### src/rtl/multi_cycle_pkg.sv
// Shared encodings for the multi-cycle RISC-V control path: opcodes, FSM states,
// ALU_Op selectors (matching ALU_Control), mux selects and the instruction class bundle.
package multi_cycle_pkg;

  typedef enum logic [2:0] {
    S_FETCH  = 3'd0,
    S_DECODE = 3'd1,
    S_EXEC   = 3'd2,
    S_MEM    = 3'd3,
    S_WB     = 3'd4,
    S_TRAP   = 3'd5
  } state_t;

  localparam logic [6:0] OP_R      = 7'b0110011;
  localparam logic [6:0] OP_I_ALU  = 7'b0010011;
  localparam logic [6:0] OP_LUI    = 7'b0110111;
  localparam logic [6:0] OP_LOAD   = 7'b0000011;
  localparam logic [6:0] OP_STORE  = 7'b0100011;
  localparam logic [6:0] OP_BRANCH = 7'b1100011;
  localparam logic [6:0] OP_JAL    = 7'b1101111;

  localparam logic [2:0] ALU_OP_R   = 3'b000;
  localparam logic [2:0] ALU_OP_I   = 3'b001;
  localparam logic [2:0] ALU_OP_U   = 3'b010;
  localparam logic [2:0] ALU_OP_ADD = 3'b011;
  localparam logic [2:0] ALU_OP_SUB = 3'b100;

  localparam logic [1:0] PC_SRC_ALU    = 2'b00;
  localparam logic [1:0] PC_SRC_ALUOUT = 2'b01;

  localparam logic [1:0] WB_SRC_ALUOUT = 2'b00;
  localparam logic [1:0] WB_SRC_MDR    = 2'b01;
  localparam logic [1:0] WB_SRC_PC     = 2'b10;

  localparam logic [1:0] A_SRC_PC     = 2'b00;
  localparam logic [1:0] A_SRC_RS1    = 2'b01;
  localparam logic [1:0] A_SRC_OLD_PC = 2'b10;

  localparam logic [1:0] B_SRC_RS2   = 2'b00;
  localparam logic [1:0] B_SRC_FOUR  = 2'b01;
  localparam logic [1:0] B_SRC_IMM   = 2'b10;

  typedef struct packed {
    logic r;
    logic i_alu;
    logic lui;
    logic load;
    logic store;
    logic branch;
    logic jal;
  } instr_class_t;

endpackage

### src/rtl/multi_cycle_control_opcode_class_decoder.sv
// Combinational opcode classifier: one-hot instruction class plus a legal flag.
module opcode_class_decoder
  import multi_cycle_pkg::*;
(
  input  logic [6:0]   opcode,
  output instr_class_t cls,
  output logic         legal
);

  always_comb begin
    cls   = '0;
    legal = 1'b1;
    case (opcode)
      OP_R:      cls.r      = 1'b1;
      OP_I_ALU:  cls.i_alu  = 1'b1;
      OP_LUI:    cls.lui    = 1'b1;
      OP_LOAD:   cls.load   = 1'b1;
      OP_STORE:  cls.store  = 1'b1;
      OP_BRANCH: cls.branch = 1'b1;
      OP_JAL:    cls.jal    = 1'b1;
      default:   legal      = 1'b0;
    endcase
  end

endmodule

### src/rtl/multi_cycle_control.sv
// Main control FSM of the multi-cycle core: sequences FETCH/DECODE/EXEC/MEM/WB and
// decodes datapath strobes and mux selects from the state register.
module multi_cycle_control
  import multi_cycle_pkg::*;
#(
  parameter bit TRAP_ON_ILLEGAL = 1'b1
) (
  input  logic       clk,
  input  logic       reset,
  input  logic [6:0] opcode_i,
  input  logic [2:0] funct3_i,
  input  logic       zero_i,
  input  logic       mem_ready_i,
  output logic       pc_write_o,
  output logic [1:0] pc_source_o,
  output logic       ir_write_o,
  output logic       i_or_d_o,
  output logic       mem_read_o,
  output logic       mem_write_o,
  output logic       reg_write_o,
  output logic [1:0] mem_to_reg_o,
  output logic [1:0] alu_src_a_o,
  output logic [1:0] alu_src_b_o,
  output logic [2:0] alu_op_o,
  output logic       illegal_o,
  output logic [2:0] state_o
);

  state_t       state;
  instr_class_t cls;
  logic         legal;
  logic         unused_funct3;

  // Only the BEQ/BNE sense bit matters to the controller.
  assign unused_funct3 = ^funct3_i[2:1];

  opcode_class_decoder u_decoder (
    .opcode (opcode_i),
    .cls    (cls),
    .legal  (legal)
  );

  // State register and transitions; opcode_i comes straight from IR, which is stable after FETCH.
  always_ff @(posedge clk) begin
    if (!reset) begin
      state <= S_FETCH;
    end else begin
      case (state)
        S_FETCH:  if (mem_ready_i) state <= S_DECODE;
        S_DECODE: begin
          if (legal)                state <= S_EXEC;
          else if (TRAP_ON_ILLEGAL) state <= S_TRAP;
          else                      state <= S_FETCH;
        end
        S_EXEC: begin
          if (cls.load || cls.store)                      state <= S_MEM;
          else if (cls.r || cls.i_alu || cls.lui || cls.jal) state <= S_WB;
          else                                            state <= S_FETCH;
        end
        S_MEM: begin
          if (!(cls.load || cls.store)) state <= S_FETCH;
          else if (mem_ready_i)         state <= cls.load ? S_WB : S_FETCH;
          else                          state <= S_MEM;
        end
        S_WB:     state <= S_FETCH;
        S_TRAP:   state <= S_TRAP;
        default:  state <= S_FETCH;
      endcase
    end
  end

  assign state_o = state;

  // Output decode from the state register; reset forces every strobe and select low.
  always_comb begin
    pc_write_o   = 1'b0;
    pc_source_o  = PC_SRC_ALU;
    ir_write_o   = 1'b0;
    i_or_d_o     = 1'b0;
    mem_read_o   = 1'b0;
    mem_write_o  = 1'b0;
    reg_write_o  = 1'b0;
    mem_to_reg_o = WB_SRC_ALUOUT;
    alu_src_a_o  = A_SRC_PC;
    alu_src_b_o  = B_SRC_RS2;
    alu_op_o     = ALU_OP_R;
    illegal_o    = 1'b0;
    if (reset) begin
      case (state)
        S_FETCH: begin
          mem_read_o  = 1'b1;
          alu_src_b_o = B_SRC_FOUR;
          alu_op_o    = ALU_OP_ADD;
          ir_write_o  = mem_ready_i;
          pc_write_o  = mem_ready_i;
        end
        S_DECODE: begin
          alu_src_a_o = A_SRC_OLD_PC;
          alu_src_b_o = B_SRC_IMM;
          alu_op_o    = ALU_OP_ADD;
        end
        S_EXEC: begin
          if (cls.r) begin
            alu_src_a_o = A_SRC_RS1;
          end else if (cls.i_alu) begin
            alu_src_a_o = A_SRC_RS1;
            alu_src_b_o = B_SRC_IMM;
            alu_op_o    = ALU_OP_I;
          end else if (cls.lui) begin
            alu_src_a_o = A_SRC_RS1;
            alu_src_b_o = B_SRC_IMM;
            alu_op_o    = ALU_OP_U;
          end else if (cls.load || cls.store) begin
            alu_src_a_o = A_SRC_RS1;
            alu_src_b_o = B_SRC_IMM;
            alu_op_o    = ALU_OP_ADD;
          end else if (cls.branch) begin
            // Target was computed into ALUOut during DECODE; the ALU compares here.
            alu_src_a_o = A_SRC_RS1;
            alu_op_o    = ALU_OP_SUB;
            pc_source_o = PC_SRC_ALUOUT;
            pc_write_o  = zero_i ^ funct3_i[0];
          end else if (cls.jal) begin
            pc_source_o = PC_SRC_ALUOUT;
            pc_write_o  = 1'b1;
          end else begin
            pc_write_o  = 1'b0;
          end
        end
        S_MEM: begin
          i_or_d_o    = cls.load || cls.store;
          mem_read_o  = cls.load;
          mem_write_o = cls.store;
        end
        S_WB: begin
          reg_write_o = 1'b1;
          if (cls.load)     mem_to_reg_o = WB_SRC_MDR;
          else if (cls.jal) mem_to_reg_o = WB_SRC_PC;
          else              mem_to_reg_o = WB_SRC_ALUOUT;
        end
        S_TRAP:  illegal_o = 1'b1;
        default: illegal_o = 1'b0;
      endcase
    end else begin
      illegal_o = 1'b0;
    end
  end

endmodule

### config.mk
export PLATFORM = sky130hd
export DESIGN_NAME = multi_cycle_control
export DESIGN_NICKNAME = d
export VERILOG_FILES = /design/src/rtl/multi_cycle_pkg.sv /design/src/rtl/multi_cycle_control_opcode_class_decoder.sv /design/src/rtl/multi_cycle_control.sv
export SDC_FILE = /design/constraint.sdc
export NUM_CORES = 1
export LEC_CHECK = 0
export ABC_CLOCK_PERIOD_IN_PS = 6800
export CAP_MARGIN = 20
export CORE_MARGIN = 2
export CORE_UTILIZATION = 39
export CTS_BUF_LIST = sky130_fd_sc_hd__clkbuf_16
export CTS_CLUSTER_DIAMETER = 80
export CTS_CLUSTER_SIZE = 30
export DETAILED_ROUTE_END_ITERATION = 7
export PLACE_DENSITY_LB_ADDON = 0.2
export SYNTH_ARGS = -nofsm -noshare
export SYNTH_HDL_FRONTEND = slang
export SYNTH_HIERARCHICAL = 1
export SYNTH_SLANG_ARGS = --single-unit
### constraint.sdc
create_clock -name clk -period 6.8 [get_ports clk]
set_clock_uncertainty 0.05 [all_clocks]
set_input_delay 1.02 -clock clk [delete_from_list [all_inputs] [get_ports clk]]
set_output_delay 1.02 -clock clk [all_outputs]
set_load 0.03 [all_outputs]
==> summary.md, run 1 <==
| Metric | Value |
|---|---|
| Status | `complete, no violations` |
| Setup slack, reg-to-reg | `5420 ps` |
| Final TNS setup | `0 ps` |
| Via/cell ratio | `5.519` |
| Synth Register Bits | `3` |
| Cell with the most instances after synthesis | `nor2_1` |
| I/O pin cnt | `35` |
| CTS sink count | `3` |
| Final total power | `0.1564 mW` |
| Mapped Cells | `85` |
| Min-delay worst type | `reg -> reg` |
| Chip Width | `42.29 µm` |
| Synth unique cells | `35` |
| Min Tclk post-route | `5207 ps` |
| Post-synth top area share | `10.50%` |
| Max-slew headroom | `37.42%` |
| Top_reg_cell synth | `dfxtp_1` |
| CTS Hold Bufs | `0` |
| Mapped Nets | `99` |
| Detail Route Antenna Nets | `0` |
| Worst EP required | `5730 ps` |
| Residual DRC | `0` |
| Sequential cell area | `60.06 µm²` |
| Top cells by area, synth | `dfxtp_1 (11%), nor2_1 (11%), a211o_1 (6.1%)` |
| Setup repair after global routing missed its margin | `false` |
| DP HPWL | `1245 µm` |
| Worst-path cell chain | `clkdlybuf4s50_1, nand3b_4, or3_4, nor3_1, nor3_1, or4_1, a21oi_1, clkdlybuf4s50_1` |
| Avg Cell Area, Syn | `6.727 µm²` |
| Total grt overflow | `0` |
| Setup CP Type | `in -> out` |
| Via count | `723` |
| CTS H-Tree Depth | `1` |
| Cell Pwr Density | `163.2 nW/µm²` |
| Post-synth top cells | `nor2_1 (16), nor3_1 (7), nand2_1 (6), a21oi_1 (5)` |
| Fillers | `116` |
| Core ar. | `1334 µm²` |
| Clock Latency Late Sink | `220 ps` |
| Hold slack | `691.1 ps` |
| Critical Path Max Stage Delay | `720 ps` |
| Drt first-iter violations | `18` |
| Chip Height | `42.29 µm` |
| Leakage | `0.3701 nW` |
| CTS tree | `done` |
| Layout net count | `131` |
| Core Rows | `13` |
| Data arrival time of the critical path | `4140 ps` |
| Post-synth EDFFs | `0` |
| Area Overhead vs Synth | `67.61%` |
| Starting Density | `42.87%` |
| Mapped Area | `571.8 µm²` |
| Yosys top cell by area | `dfxtp_1` |
| Initial antenna violation count | `0` |
| R2R cell count | `3` |
| Ant. Diodes | `0` |
| Final setup vio count | `0` |
| Pre-CTS setup slack | `1564 ps` |
| Worst setup SP type | `primary input` |
| Worst-Margin Slew | `931.6 ps` |
| Multi-input gate area | `475.5 µm²` |
| Slew Viols, Final | `0` |
| Crit end category | `output port` |
| DRT Wirelength | `1569 µm` |
| Clk pin slew, worst setup/hold paths | `30 ps` |
| Clock Tree Root | `clkbuf_16` |
| Post-CTS Setup Bufs | `0` |
| Max reg flops | `3` |
| First-pass GRT wire length | `2794 µm` |
| Max IR drop VDD | `0.1731 mV` |
| PortBufs | `31` |
| Ratio of final minimum period to clock period | `76.58%` |
| Synth Warn # | `6` |
| MaxCap Viol Count | `0` |
| Drt wl/cell | `11.98 µm` |
| First-pass DRT Iterations | `4` |
| Crit Path Max Fanout | `8` |
| Clock Path Buffers | `2` |
| Placer congestion estimate | `0.8616` |
| Sequential area share after synthesis | `10.50%` |
| Share of layout cells above drive strength 1 | `12.07%` |
| Final Hold Fails | `0` |
| Hold Path Cell Cnt | `3` |
| Die ar. | `1788 µm²` |
| Max Freq | `192.0 MHz` |
| Total track usage | `19.51%` |
| Final WS setup | `1593 ps` |
| Post-synth ARST share | `0%` |
| Largest net degree at the start of global routing | `19` |
| CTS-repair resized insts | `0` |
| Num CTS Buffers | `3` |
| Critical path's slowest cell | `nor3_1` |
| Vias in the first global route | `646` |
[critical path, delay by kind of cell]
family | cells | cell delay [ps]
AND/OR/NAND/NOR | 5 | 1740
buffers and inverters | 2 | 1210
AO/OA/AOI/OAI | 1 | 170
[per-layer routing]
metal / wire [µm] / vias up / track usage (%)
met1: 707 / 334 / 23.79
met3: 56 / 0 / 3.879
met2: 805 / 20 / 33.23
li1: - / 369 / -
met4: 0 / 0 / 7.500
met5: 0 / - / 0
[area by class of cell]
class,instances,area share (%)
clock inverter,1,0.3916
inverter,4,1.567
timing repair buffer,31,32.38
multi-input combinational,74,49.61
tap,15,1.958
clock buffer,3,7.833
sequential,3,6.266
[through the flow]
step | instance area, µm² | util [%] | instances
2_1_floorplan | 571.8 | - | 85
3_3_place_gp | 879.6 | 65.95 | 127
3_5_place_dp | 879.6 | 65.95 | 127
4_1_cts | 958.4 | 71.86 | 131
5_1_grt | 958.4 | 71.86 | 131
6_report | 958.4 | 71.86 | 131
[power by group]
part / internal, mW / switching, mW / total [mW] / leakage (nW)
clock network: 0.0757 / 0.0144 / 0.0901 / 0.0423
logic: 0.0204 / 0.0240 / 0.0444 / 0.303
registers: 0.0187 / 0.00320 / 0.0219 / 0.0246
[cell families (layout without fill, tap and decap cells)]
family	after synthesis	in the layout	share of synthesized area [%]
xor gates and xnor gates	1	1	1.532
other	1	1	0.6558
DFF	3	3	10.50
and+or+nand+nor	56	56	60.39
AOI/OAI and AO/OA	16	16	20.57
buffers and inverters	8	39	6.345
[worst paths after layout]
kind                from          end
max          opcode_i[0]  alu_op_o[1]
max reg2reg   state_o[1]   state_o[0]
min           state_o[2]   state_o[1]
min reg2reg   state_o[2]   state_o[1]
[layout by cell type (no fill, tap or decap), types with 2 or more instances in the layout]
master,count
nand2_1,6
nand3_1,3
o21ba_2,2
a211o_1,4
nor3_1,7
nand2b_1,4
clkdlybuf4s50_1,31
o21ai_0,2
nor2b_1,4
clkbuf_16,3
or4_1,2
nor2_1,16
a21oi_1,5
inv_1,5
dfxtp_1,3
(Power assumes the default switching activity.)
==> inputs of run 2 (changes only) <==
Settings changed: ABC_CLOCK_PERIOD_IN_PS 6800 to 4700, CORE_UTILIZATION 39 to 33.
Clock period 6.8 ns to 4.7 ns, I/O delays scaled along.
==> summary.md, run 2 (synthesis gave the netlist of run 1 again) <==
| Metric | Value |
|---|---|
| Residual DRC | `0` |
| First-pass GRT wire length | `2511 µm` |
| Multi-input gate area | `475.5 µm²` |
| Final Non-Filler Cells | `134` |
| Final Core Density | `57.98%` |
| MaxCap Viol Count | `0` |
| Setup slack, reg-to-reg | `3320 ps` |
| Final WS setup | `529.9 ps` |
| CTS tree | `done` |
| Hold Path Cell Cnt | `3` |
| Post-DP Area | `889.6 µm²` |
| Final setup vio count | `0` |
| CTS-repair resized insts | `0` |
| Chip Height | `45.63 µm` |
| Max IR drop VDD | `0.2462 mV` |
| DP HPWL | `1167 µm` |
| Clock Tree Root | `clkbuf_16` |
| PortBufs | `31` |
| Setup CP Type | `in -> out` |
| Num CTS Buffers | `3` |
| Slew Viols, Final | `0` |
| Critical Path Max Stage Delay | `680 ps` |
| CTS Hold Bufs | `0` |
| Min Tclk post-route | `4170 ps` |
| Pre-CTS setup slack | `512.6 ps` |
| Core Rows | `15` |
| Area Overhead vs Synth | `69.37%` |
| Min-delay worst type | `reg -> reg` |
| Setup repair after global routing missed its margin | `false` |
| Post-CTS Setup Bufs | `0` |
| Placer congestion estimate | `0.7678` |
| Status | `complete, no violations` |
| Worst R2R Start | `state_o[1]` |
| Total grt overflow | `0` |
| Drt wl/cell | `11.75 µm` |
| Clk pin slew, worst setup/hold paths | `30 ps` |
| Clock Path Buffers | `2` |
| Max Freq | `239.8 MHz` |
| Post-placement cell count | `130` |
| Clock Latency Late Sink | `220 ps` |
| R2R cell count | `3` |
| Vias in the first global route | `593` |
| Sequential cell area | `60.06 µm²` |
| Total track usage | `16.86%` |
| Worst-Margin Slew | `584.8 ps` |
| Crit end category | `output port` |
| Largest net degree at the start of global routing | `19` |
| Ant. Diodes | `0` |
| Most common cell after layout, fill and taps aside | `clkdlybuf4s50_1` |
| Worst EP required | `3940 ps` |
| Layout net count | `132` |
| Final total power | `0.2289 mW` |
| Most frequent CP cell | `clkdlybuf4s50_1` |
| Cell Pwr Density | `236.3 nW/µm²` |
| Worst setup SP type | `primary input` |
| Commonest cells after routing, fill and taps aside | `clkdlybuf4s50_1 (31), nor2_1 (16), nor3_1 (7), nand2_1 (6)` |
| Hold slack | `701.9 ps` |
| Hold EP | `state_o[1]` |
| Data arrival time of the critical path | `3420 ps` |
| CTS sink count | `3` |
| Via count | `711` |
| I/O pin cnt | `35` |
| Drt first-iter violations | `19` |
| CP bufs+invs | `2` |
| Max reg flops | `3` |
| DRT Wirelength | `1575 µm` |
| Core ar. | `1670 µm²` |
| Die ar. | `2082 µm²` |
| Starting Density | `34.23%` |
| Final Cell Area | `968.4 µm²` |
| Leakage | `0.3755 nW` |
| Crit Path Max Fanout | `5` |
| Detail Route Antenna Nets | `0` |
| Final TNS setup | `0 ps` |
| Ratio of final minimum period to clock period | `88.73%` |
| Fillers | `154` |
| Initial antenna violation count | `0` |
| CTS H-Tree Depth | `1` |
| Chip Width | `45.63 µm` |
| RR Endpoint | `state_o[0]` |
| Critical path's slowest cell | `clkdlybuf4s50_1` |
| HP Start | `state_o[2]` |
| First-pass DRT Iterations | `4` |
| Max-slew headroom | `60.96%` |
| Worst-path cell chain | `clkdlybuf4s50_1, nand3b_4, or3_4, nor2_1, nor3_1, or4_1, a21oi_1, clkdlybuf4s50_1` |
| Via/cell ratio | `5.306` |
| Crit path max-delay family | `simple AND/OR/NAND/NOR gates` |
| Share of layout cells above drive strength 1 | `12.82%` |
| Final Hold Fails | `0` |
run 2: changes by cell type in the layout (fill, tap and decap cells not counted):
| cell | delta |
|---|---|
| buf_4 | +1 |
run 2: final cells by class:
type | instances | area share (%)
multi-input cells | 74 | 49.10
flip-flops and latches | 3 | 6.202
repair buffers | 32 | 32.82
clock inverters | 1 | 0.3876
clock buffers | 3 | 7.752
inverters | 4 | 1.550
well taps | 17 | 2.196
run 2: tightest hold or removal path: stages (launching register included):
cell	delay, ps
dfxtp_1	470
nor2b_1	110
nand2_1	60
a21oi_1	50
run 2: metal layers:
layer  share of wire [%]  track usage (%)  vias to the layer above
met1                  47            22.04                      318
met5                   0                0                        -
met4                 2.7            12.35                        0
li1                    -                -                      369
met2                  45            24.79                       19
met3                 5.3            2.381                        5
run 2: worst max path at each step:
| stage | from | to | cells after the start |
|---|---|---|---|
| after floorplan | opcode_i[3] | alu_src_a_o[0] | 5 |
| after global placement | opcode_i[0] | alu_src_a_o[0] | 7 |
| after detailed placement | opcode_i[0] | alu_op_o[1] | 8 |
| after CTS | opcode_i[0] | alu_op_o[1] | 8 |
| after global routing | opcode_i[1] | alu_op_o[1] | 8 |
| final | opcode_i[0] | alu_op_o[1] | 8 |
run 2: where the power goes:
part / internal (mW) / leakage [nW] / switching (mW)
Sequential: 0.0271 / 0.0246 / 0.00486
Combinational: 0.0296 / 0.309 / 0.0341
Clock: 0.110 / 0.0423 / 0.0235
==> inputs of run 3 (changes only) <==
Settings changed: TNS_END_PERCENT set to 10.
==> results of run 3 <==
The final DEF is identical to that of run 2; final timing and power are the same.
